[src/rtl/axilite_master.sv]
// axilite_master: initiator side of the fsic AXI-Lite link.
// Converts single-cycle backend start pulses into AXI-Lite write (AW then W)
// and read (AR then R) transactions. Write and read paths are independent
// FSMs, each with one outstanding transaction. All outputs are registered.
// Optional feature macro: AXI_BRESP_EN adds the B channel (axi_bvalid,
// axi_bresp, axi_bready) plus req_werr; without it writes are posted and
// req_wdone follows the W handshake.
module axilite_master #(
  parameter int ADDR_W = 12,
  parameter int DATA_W = 32
) (
  input  logic                  axi_aclk,
  input  logic                  axi_aresetn,
  input  logic                  req_wstart,
  input  logic [ADDR_W-1:0]     req_waddr,
  input  logic [DATA_W-1:0]     req_wdata,
  input  logic [DATA_W/8-1:0]   req_wstrb,
  output logic                  req_wbusy,
  output logic                  req_wdone,
  input  logic                  req_rstart,
  input  logic [ADDR_W-1:0]     req_raddr,
  output logic                  req_rbusy,
  output logic                  req_rdone,
  output logic [DATA_W-1:0]     req_rdata,
  output logic                  axi_awvalid,
  output logic [ADDR_W-1:0]     axi_awaddr,
  input  logic                  axi_awready,
  output logic                  axi_wvalid,
  output logic [DATA_W-1:0]     axi_wdata,
  output logic [DATA_W/8-1:0]   axi_wstrb,
  input  logic                  axi_wready,
`ifdef AXI_BRESP_EN
  input  logic                  axi_bvalid,
  input  logic [1:0]            axi_bresp,
  output logic                  axi_bready,
  output logic                  req_werr,
`endif
  output logic                  axi_arvalid,
  output logic [ADDR_W-1:0]     axi_araddr,
  input  logic                  axi_arready,
  input  logic                  axi_rvalid,
  input  logic [DATA_W-1:0]     axi_rdata,
  output logic                  axi_rready
);

  typedef enum logic [1:0] {
    W_IDLE = 2'd0,
    W_ADDR = 2'd1,
    W_DATA = 2'd2,
    W_RESP = 2'd3
  } wstate_t;

  typedef enum logic [1:0] {
    R_IDLE = 2'd0,
    R_ADDR = 2'd1,
    R_DATA = 2'd2
  } rstate_t;

  wstate_t               wstate_q, wstate_d;
  logic                  awvalid_q, awvalid_d;
  logic [ADDR_W-1:0]     awaddr_q, awaddr_d;
  logic                  wvalid_q, wvalid_d;
  logic [DATA_W-1:0]     wdata_q, wdata_d;
  logic [DATA_W/8-1:0]   wstrb_q, wstrb_d;
  logic                  wbusy_q, wbusy_d;
  logic                  wdone_q, wdone_d;
`ifdef AXI_BRESP_EN
  logic                  bready_q, bready_d;
  logic                  werr_q, werr_d;
`endif

  rstate_t               rstate_q, rstate_d;
  logic                  arvalid_q, arvalid_d;
  logic [ADDR_W-1:0]     araddr_q, araddr_d;
  logic                  rready_q, rready_d;
  logic [DATA_W-1:0]     rdata_q, rdata_d;
  logic                  rbusy_q, rbusy_d;
  logic                  rdone_q, rdone_d;

  // Write path next-state: AW beat first, W beat only after AW is accepted.
  always_comb begin
    wstate_d  = wstate_q;
    awvalid_d = awvalid_q;
    awaddr_d  = awaddr_q;
    wvalid_d  = wvalid_q;
    wdata_d   = wdata_q;
    wstrb_d   = wstrb_q;
    wbusy_d   = wbusy_q;
    wdone_d   = 1'b0;
`ifdef AXI_BRESP_EN
    bready_d  = bready_q;
    werr_d    = werr_q;
`endif
    case (wstate_q)
      W_IDLE: begin
        if (req_wstart) begin
          // Request fields are captured only here, so starts while busy are ignored.
          wstate_d  = W_ADDR;
          awvalid_d = 1'b1;
          awaddr_d  = req_waddr;
          wdata_d   = req_wdata;
          wstrb_d   = req_wstrb;
          wbusy_d   = 1'b1;
        end else begin
          wstate_d  = W_IDLE;
        end
      end
      W_ADDR: begin
        if (awvalid_q && axi_awready) begin
          wstate_d  = W_DATA;
          awvalid_d = 1'b0;
          wvalid_d  = 1'b1;
        end else begin
          wstate_d  = W_ADDR;
        end
      end
      W_DATA: begin
        if (wvalid_q && axi_wready) begin
          wvalid_d = 1'b0;
`ifdef AXI_BRESP_EN
          wstate_d = W_RESP;
          bready_d = 1'b1;
`else
          wstate_d = W_IDLE;
          wbusy_d  = 1'b0;
          wdone_d  = 1'b1;
`endif
        end else begin
          wstate_d = W_DATA;
        end
      end
`ifdef AXI_BRESP_EN
      W_RESP: begin
        if (bready_q && axi_bvalid) begin
          wstate_d = W_IDLE;
          bready_d = 1'b0;
          wbusy_d  = 1'b0;
          wdone_d  = 1'b1;
          werr_d   = (axi_bresp != 2'b00);
        end else begin
          wstate_d = W_RESP;
        end
      end
`endif
      default: begin
        // Unreachable encoding: fall back to a quiet idle path.
        wstate_d  = W_IDLE;
        awvalid_d = 1'b0;
        wvalid_d  = 1'b0;
        wbusy_d   = 1'b0;
`ifdef AXI_BRESP_EN
        bready_d  = 1'b0;
`endif
      end
    endcase
  end

  // Write path state and output registers.
  always_ff @(posedge axi_aclk or negedge axi_aresetn) begin
    if (!axi_aresetn) begin
      wstate_q  <= W_IDLE;
      awvalid_q <= 1'b0;
      awaddr_q  <= {ADDR_W{1'b0}};
      wvalid_q  <= 1'b0;
      wdata_q   <= {DATA_W{1'b0}};
      wstrb_q   <= {(DATA_W/8){1'b0}};
      wbusy_q   <= 1'b0;
      wdone_q   <= 1'b0;
`ifdef AXI_BRESP_EN
      bready_q  <= 1'b0;
      werr_q    <= 1'b0;
`endif
    end else begin
      wstate_q  <= wstate_d;
      awvalid_q <= awvalid_d;
      awaddr_q  <= awaddr_d;
      wvalid_q  <= wvalid_d;
      wdata_q   <= wdata_d;
      wstrb_q   <= wstrb_d;
      wbusy_q   <= wbusy_d;
      wdone_q   <= wdone_d;
`ifdef AXI_BRESP_EN
      bready_q  <= bready_d;
      werr_q    <= werr_d;
`endif
    end
  end

  // Read path next-state: AR beat, then hold rready until the R beat arrives.
  always_comb begin
    rstate_d  = rstate_q;
    arvalid_d = arvalid_q;
    araddr_d  = araddr_q;
    rready_d  = rready_q;
    rdata_d   = rdata_q;
    rbusy_d   = rbusy_q;
    rdone_d   = 1'b0;
    case (rstate_q)
      R_IDLE: begin
        if (req_rstart) begin
          rstate_d  = R_ADDR;
          arvalid_d = 1'b1;
          araddr_d  = req_raddr;
          rbusy_d   = 1'b1;
        end else begin
          rstate_d  = R_IDLE;
        end
      end
      R_ADDR: begin
        if (arvalid_q && axi_arready) begin
          rstate_d  = R_DATA;
          arvalid_d = 1'b0;
          rready_d  = 1'b1;
        end else begin
          rstate_d  = R_ADDR;
        end
      end
      R_DATA: begin
        if (rready_q && axi_rvalid) begin
          rstate_d = R_IDLE;
          rready_d = 1'b0;
          rdata_d  = axi_rdata;
          rbusy_d  = 1'b0;
          rdone_d  = 1'b1;
        end else begin
          rstate_d = R_DATA;
        end
      end
      default: begin
        rstate_d  = R_IDLE;
        arvalid_d = 1'b0;
        rready_d  = 1'b0;
        rbusy_d   = 1'b0;
      end
    endcase
  end

  // Read path state and output registers.
  always_ff @(posedge axi_aclk or negedge axi_aresetn) begin
    if (!axi_aresetn) begin
      rstate_q  <= R_IDLE;
      arvalid_q <= 1'b0;
      araddr_q  <= {ADDR_W{1'b0}};
      rready_q  <= 1'b0;
      rdata_q   <= {DATA_W{1'b0}};
      rbusy_q   <= 1'b0;
      rdone_q   <= 1'b0;
    end else begin
      rstate_q  <= rstate_d;
      arvalid_q <= arvalid_d;
      araddr_q  <= araddr_d;
      rready_q  <= rready_d;
      rdata_q   <= rdata_d;
      rbusy_q   <= rbusy_d;
      rdone_q   <= rdone_d;
    end
  end

  assign axi_awvalid = awvalid_q;
  assign axi_awaddr  = awaddr_q;
  assign axi_wvalid  = wvalid_q;
  assign axi_wdata   = wdata_q;
  assign axi_wstrb   = wstrb_q;
  assign req_wbusy   = wbusy_q;
  assign req_wdone   = wdone_q;
`ifdef AXI_BRESP_EN
  assign axi_bready  = bready_q;
  assign req_werr    = werr_q;
`endif
  assign axi_arvalid = arvalid_q;
  assign axi_araddr  = araddr_q;
  assign axi_rready  = rready_q;
  assign req_rdata   = rdata_q;
  assign req_rbusy   = rbusy_q;
  assign req_rdone   = rdone_q;

endmodule

[config.mk]
export PLATFORM = sky130hd
export DESIGN_NAME = axilite_master
export DESIGN_NICKNAME = d
export VERILOG_FILES = /design/src/rtl/axilite_master.sv
export SDC_FILE = /design/constraint.sdc
export NUM_CORES = 1
export LEC_CHECK = 0
export ABC_AREA = 1
export CELL_PAD_IN_SITES_DETAIL_PLACEMENT = 1
export CELL_PAD_IN_SITES_GLOBAL_PLACEMENT = 2
export CORE_ASPECT_RATIO = 0.8
export CORE_MARGIN = 2
export CORE_UTILIZATION = 22
export DETAILED_ROUTE_END_ITERATION = 7
export PLACE_DENSITY = 0.84
export SKIP_CTS_REPAIR_TIMING = 1
export SLEW_MARGIN = 0
export SYNTH_ARGS = -nofsm -noshare
export SYNTH_HDL_FRONTEND = slang
export SYNTH_SLANG_ARGS = --single-unit
[constraint.sdc]
create_clock -name axi_aclk -period 1.5 [get_ports axi_aclk]
set_clock_uncertainty 0.1 [all_clocks]
set_input_delay 0.3 -clock axi_aclk [delete_from_list [all_inputs] [get_ports axi_aclk]]
set_output_delay 0.3 -clock axi_aclk [all_outputs]
set_load 0.01 [all_outputs]
Word level (Yosys, flattened, before mapping)
Cells that the tools add are included.
{"block": "totals", "inputBits": 100, "regBits": 104, "out_inout_bits": 100}
{"block": "classes", "eq_ne": 10, "n_mux": 26, "bitwise": 6, "reduce_logical": 15}
{"op": "$pmux 1 s3", "count": 6}
{"op": "$reduce_and 3->1", "count": 6}
{"op": "$mux 1", "count": 14}
{"op": "$ne 2x2->1 const B", "count": 6}
{"op": "$pmux 2 s3", "count": 2}
{"op": "$mux 2", "count": 4}
{"op": "$not 1->1", "count": 6}
{"op": "$reduce_and 2->1", "count": 3}
{"op": "$eq 2x1->1 const B", "count": 2}
{"op": "$eq 2x2->1 const B", "count": 2}
{"op": "$logic_and 1x1->1", "count": 4}
{"op": "$logic_not 2->1", "count": 2}

Logic depth before layout (Yosys ltp)
{"block": "logic_depth", "word_depth": 3, "ltp_mapped": 6}

Worst setup path before layout
Ideal clock, no wire load.
{"block": "synth_path", "path_kind": "register to register", "startpoint": "register wstate_q[0]", "endpoint": "register awaddr_q[0], in the netlist axi_awaddr[0]", "slack_ps": 301, "stages_incl_launch_ff": 6, "t_arrival_ps": 1034, "path_buffers": 2, "synth_period_minus_slack_ps": 1199, "setup_time_ps": 65, "required_time_ps": 1335, "cell_sequence": "dfrtp_1 -> nor2_2 -> buf_4 -> buf_2 -> nand3_1 -> nand2_1"}
{"block": "synth_via", "elab_chain_len": 2}
{"item": "start, declared", "line_no": "59", "source": "wstate_t wstate_q, wstate_d;"}
{"item": "start signal, assigned", "line_no": "174", "source": "wstate_q <= wstate_d;"}
{"item": "$logic_not 2->1", "line_no": "94", "source": "case (wstate_q)"}
{"item": "$reduce_and 2->1 (no line)"}
{"item": "end signal, assigned", "line_no": "163", "source": "awaddr_q <= {ADDR_W{1'b0}};"}
{"item": "end signal, assigned", "line_no": "176", "source": "awaddr_q <= awaddr_d;"}
{"item": "end, declared", "line_no": "61", "source": "logic [ADDR_W-1:0] awaddr_q, awaddr_d;"}
No other way between the ends.
A chain may end at the register's enable or synchronous reset.

Final worst setup path
{"block": "layout_path", "startpoint": "register rready_q, in the netlist axi_rready", "endpoint": "output port axi_rready"}
{"item": "start, declared", "line_no": "75", "source": "logic rready_q, rready_d;"}
{"item": "start signal, assigned", "line_no": "252", "source": "rready_q <= rready_d;"}
{"item": "end, declared", "line_no": "43", "source": "output logic axi_rready"}
No word-level cell between the ends.

==> results by group <==
Min path
  – Hold EP: axi_wstrb[0]$_DFFE_PN0P_
  – Hold wc startpoint: req_wstart
  – Hold Path Stages: 4
  – Worst min path class: primary input to flip-flop

Global routing
  – Pin count of the biggest net entering global routing: 59
  – Antenna violations before repair: 1
  – First-pass GRT wire length: 22300 µm
  – GRT Resource Usage Total: 14.3%
  – Remaining global-route overflow: 0
  – Vias in the first global route: 4313

Outcome
  – Outcome: finished, final reports clean

Worst setup path
  – CP top delay family: flip-flops
  – CP Capture Type: primary output
  – Reg2reg start: wstate_q[0]$_DFF_PN0_
  – Startpoint types: flip-flop
  – Max stage delay on crit path: 0.41 ns
  – Buf/Inv on CP: 1
  – Max FO, Critical Path: 4
  – Crit path cell chain: dlymetal6s2s_1
  – WP data arrival: 0.95 ns
  – Crit Path Class: flip-flop to primary output
  – Flop-to-flop setup slack: 0.18 ns
  – Crit-path slowest cell: dfrtp_1
  – Critical Path RT: 1.10 ns
  – R2R cell count: 4
  – Reg2reg end: axi_wdata[5]$_DFFE_PN0P_

Drt
  – Wire per inst: 15.3 µm
  – Antenna Nets Post-Route: 0
  – Drt initial violations: 111
  – Vias: 3884
  – Vias/cell: 4.34
  – Remaining routing DRC violations: 0
  – Total Wirelength: 13700 µm
  – Total iterations of the first detailed-routing run: 4

Synthesis
  – Post-Synth Adder-Cell Area: 0%
  – Compound-cell area share of the yosys netlist: 0.740%
  – Synth Area in XOR/XNOR: 0%
  – Synth warnings: 0
  – Multiplexer area fraction after synthesis: 0%
  – Sequential area share after synthesis: 64.1%
  – Mapped Cells: 457
  – Avg Cell Area, Syn: 8.88 µm²
  – Post-synth net total: 557
  – Simple-gate portion of the synthesized area: 31.1%
  – Flops & latches, synth: 104
  – Share of the synthesized area in the top cell type: 64.1%
  – Mapped Area: 4060 µm²
  – Largest family of logic cells by synthesized area: simple AND/OR/NAND/NOR gates
  – Most area-consuming cells after synthesis: dfrtp_1, nand2_1, nand3_1, buf_2, inv_1
  – Distinct cell type count after synthesis: 14
  – Cell taking the most area after synthesis: dfrtp_1

Cells and area
  – Multi-input logic area: 1300 µm²
  – Final Core Density: 38.7%
  – Non-filler cells, final: 894
  – Fill cells: 2043
  – Commonest non-fill, non-tap cell in the layout: nand2_1
  – Final #Nets: 759
  – Most frequent cells in the layout: nand2_1, dfrtp_1, dlymetal6s2s_1
  – Layout area overhead: 72.6%
  – Sequential Area: 2600 µm²
  – Share of cells above drive strength 1: 5.57%
  – Antenna cells: 0

Power
  – Leak Pwr: 0.00451 µW
  – Pwr Total: 13300 µW
  – PD cells: 1900 nW/µm²
  – Maximum vdd drop: 0.710 mV

Timing
  – Setup ws final: 0.146 ns
  – Final period util: 90.2%
  – Relative slew slack: 77.6%
  – Setup TNS after final layout: 0 ns
  – Setup violators final: 0
  – Peak Freq: 0.739 GHz
  – Max-slew violations: 0
  – Slew @ Worst Pin: 0.337 ns
  – Final Critical Period: 1.35 ns
  – Final hold violations: 0
  – RSZ-0062 raised after global routing: no

Clock network
  – H-tree Lvls: 3
  – Num Clock Sinks: 104
  – TritonCTS Buffers: 9
  – Clock tree buffer depth: 2
  – CTS tree: done
  – Clk slew on worst S/H paths: 0.07 ns
  – CTS root buf: clkbuf_16
  – Clk_lat worst skew: 0.34 ns

Floorplanning
  – Core ar.: 18100 µm²
  – Die X: 156 µm
  – Die ar.: 19600 µm²
  – Initial Util: 22.4%
  – DIE HEIGHT: 125 µm
  – Row count: 44
  – I/O pins: 200

Flow run
  – MaxCap Viol Count: 0

Placed design
  – Final HPWL DP: 10100 µm
  – Place WS: -0.103 ns
  – Final RePlAce weighted congestion: 0.758
  – Placed cells: 877
  – Port bufs: 199
==> flip-flops by register name, indices dropped and copies added (netlist names) <==
register,cells
req_wdone,1
axi_awvalid,1
axi_wvalid,1
wstate_q,2
axi_arvalid,1
rstate_q,2
req_wbusy,1
axi_araddr,12
axi_awaddr,12
axi_wdata,32
req_rdone,1
axi_rready,1
axi_wstrb,4
req_rbusy,1
req_rdata,32
==> per-layer routing <==
metal | GRT usage (%) | vias to the layer above | part of all wire [%]
met2 | 23.0 | 153 | 47
met1 | 17.2 | 1882 | 41
met3 | 6.79 | 14 | 11
met4 | 3.72 | 2 | 1.1
met5 | 0 | - | 0.095
li1 | - | 1833 | -
==> stage by stage <==
stage / hold WS (ns) / instance area [µm²]
finish: 0.354 / 7000
global route: 0.362 / 7000
CTS: -0.166 / 6740
detailed placement: 0.219 / 6380
global placement: 0.205 / 6380
floorplan: -0.0956 / 4060
==> Yosys cell counts <==
master / n
nor2_2: 3
dfrtp_1: 104
nor3_1: 1
o21ai_0: 2
nand3_1: 64
a21oi_1: 4
clkbuf_1: 5
inv_2: 1
nor2_1: 8
inv_1: 9
buf_2: 17
nand4_1: 1
buf_4: 3
nand2_1: 235
==> power by group <==
part	leakage (µW)	switching (µW)	internal, µW
Sequential	0.00130	786	4110
Combinational	0.00303	2780	2760
Clock	0.000174	1050	1810
Total	0.00451	4610	8680
==> final cells by class <==
class | count | area share, %
flip-flops and latches | 104 | 37.2
repair buffers | 216 | 34.5
multi-input cells | 318 | 18.6
well taps | 230 | 4.11
clock buffers | 11 | 3.32
clock inverters | 5 | 1.84
inverters | 10 | 0.536
==> how the worst max path moves through the flow <==
stage                            from                        end  cells after the start
2_1_floorplan   wstate_q[0]$_DFF_PN0_  axi_awaddr[0]$_DFFE_PN0P_                      5
3_3_place_gp               axi_rvalid   req_rdata[8]$_DFFE_PN0P_                      6
3_5_place_dp               axi_rvalid  req_rdata[20]$_DFFE_PN0P_                      6
4_1_cts        axi_wvalid$_DFFE_PN0P_                 axi_wvalid                      1
5_1_grt         wstate_q[0]$_DFF_PN0_   axi_wdata[7]$_DFFE_PN0P_                      4
6_report       axi_rready$_DFFE_PN0P_                 axi_rready                      1
==> logic make-up after synthesis <==
family	Yosys count
simple gates	312
flops	104
buf+inv	35
compound gates	6
(Power assumes the default switching activity.)
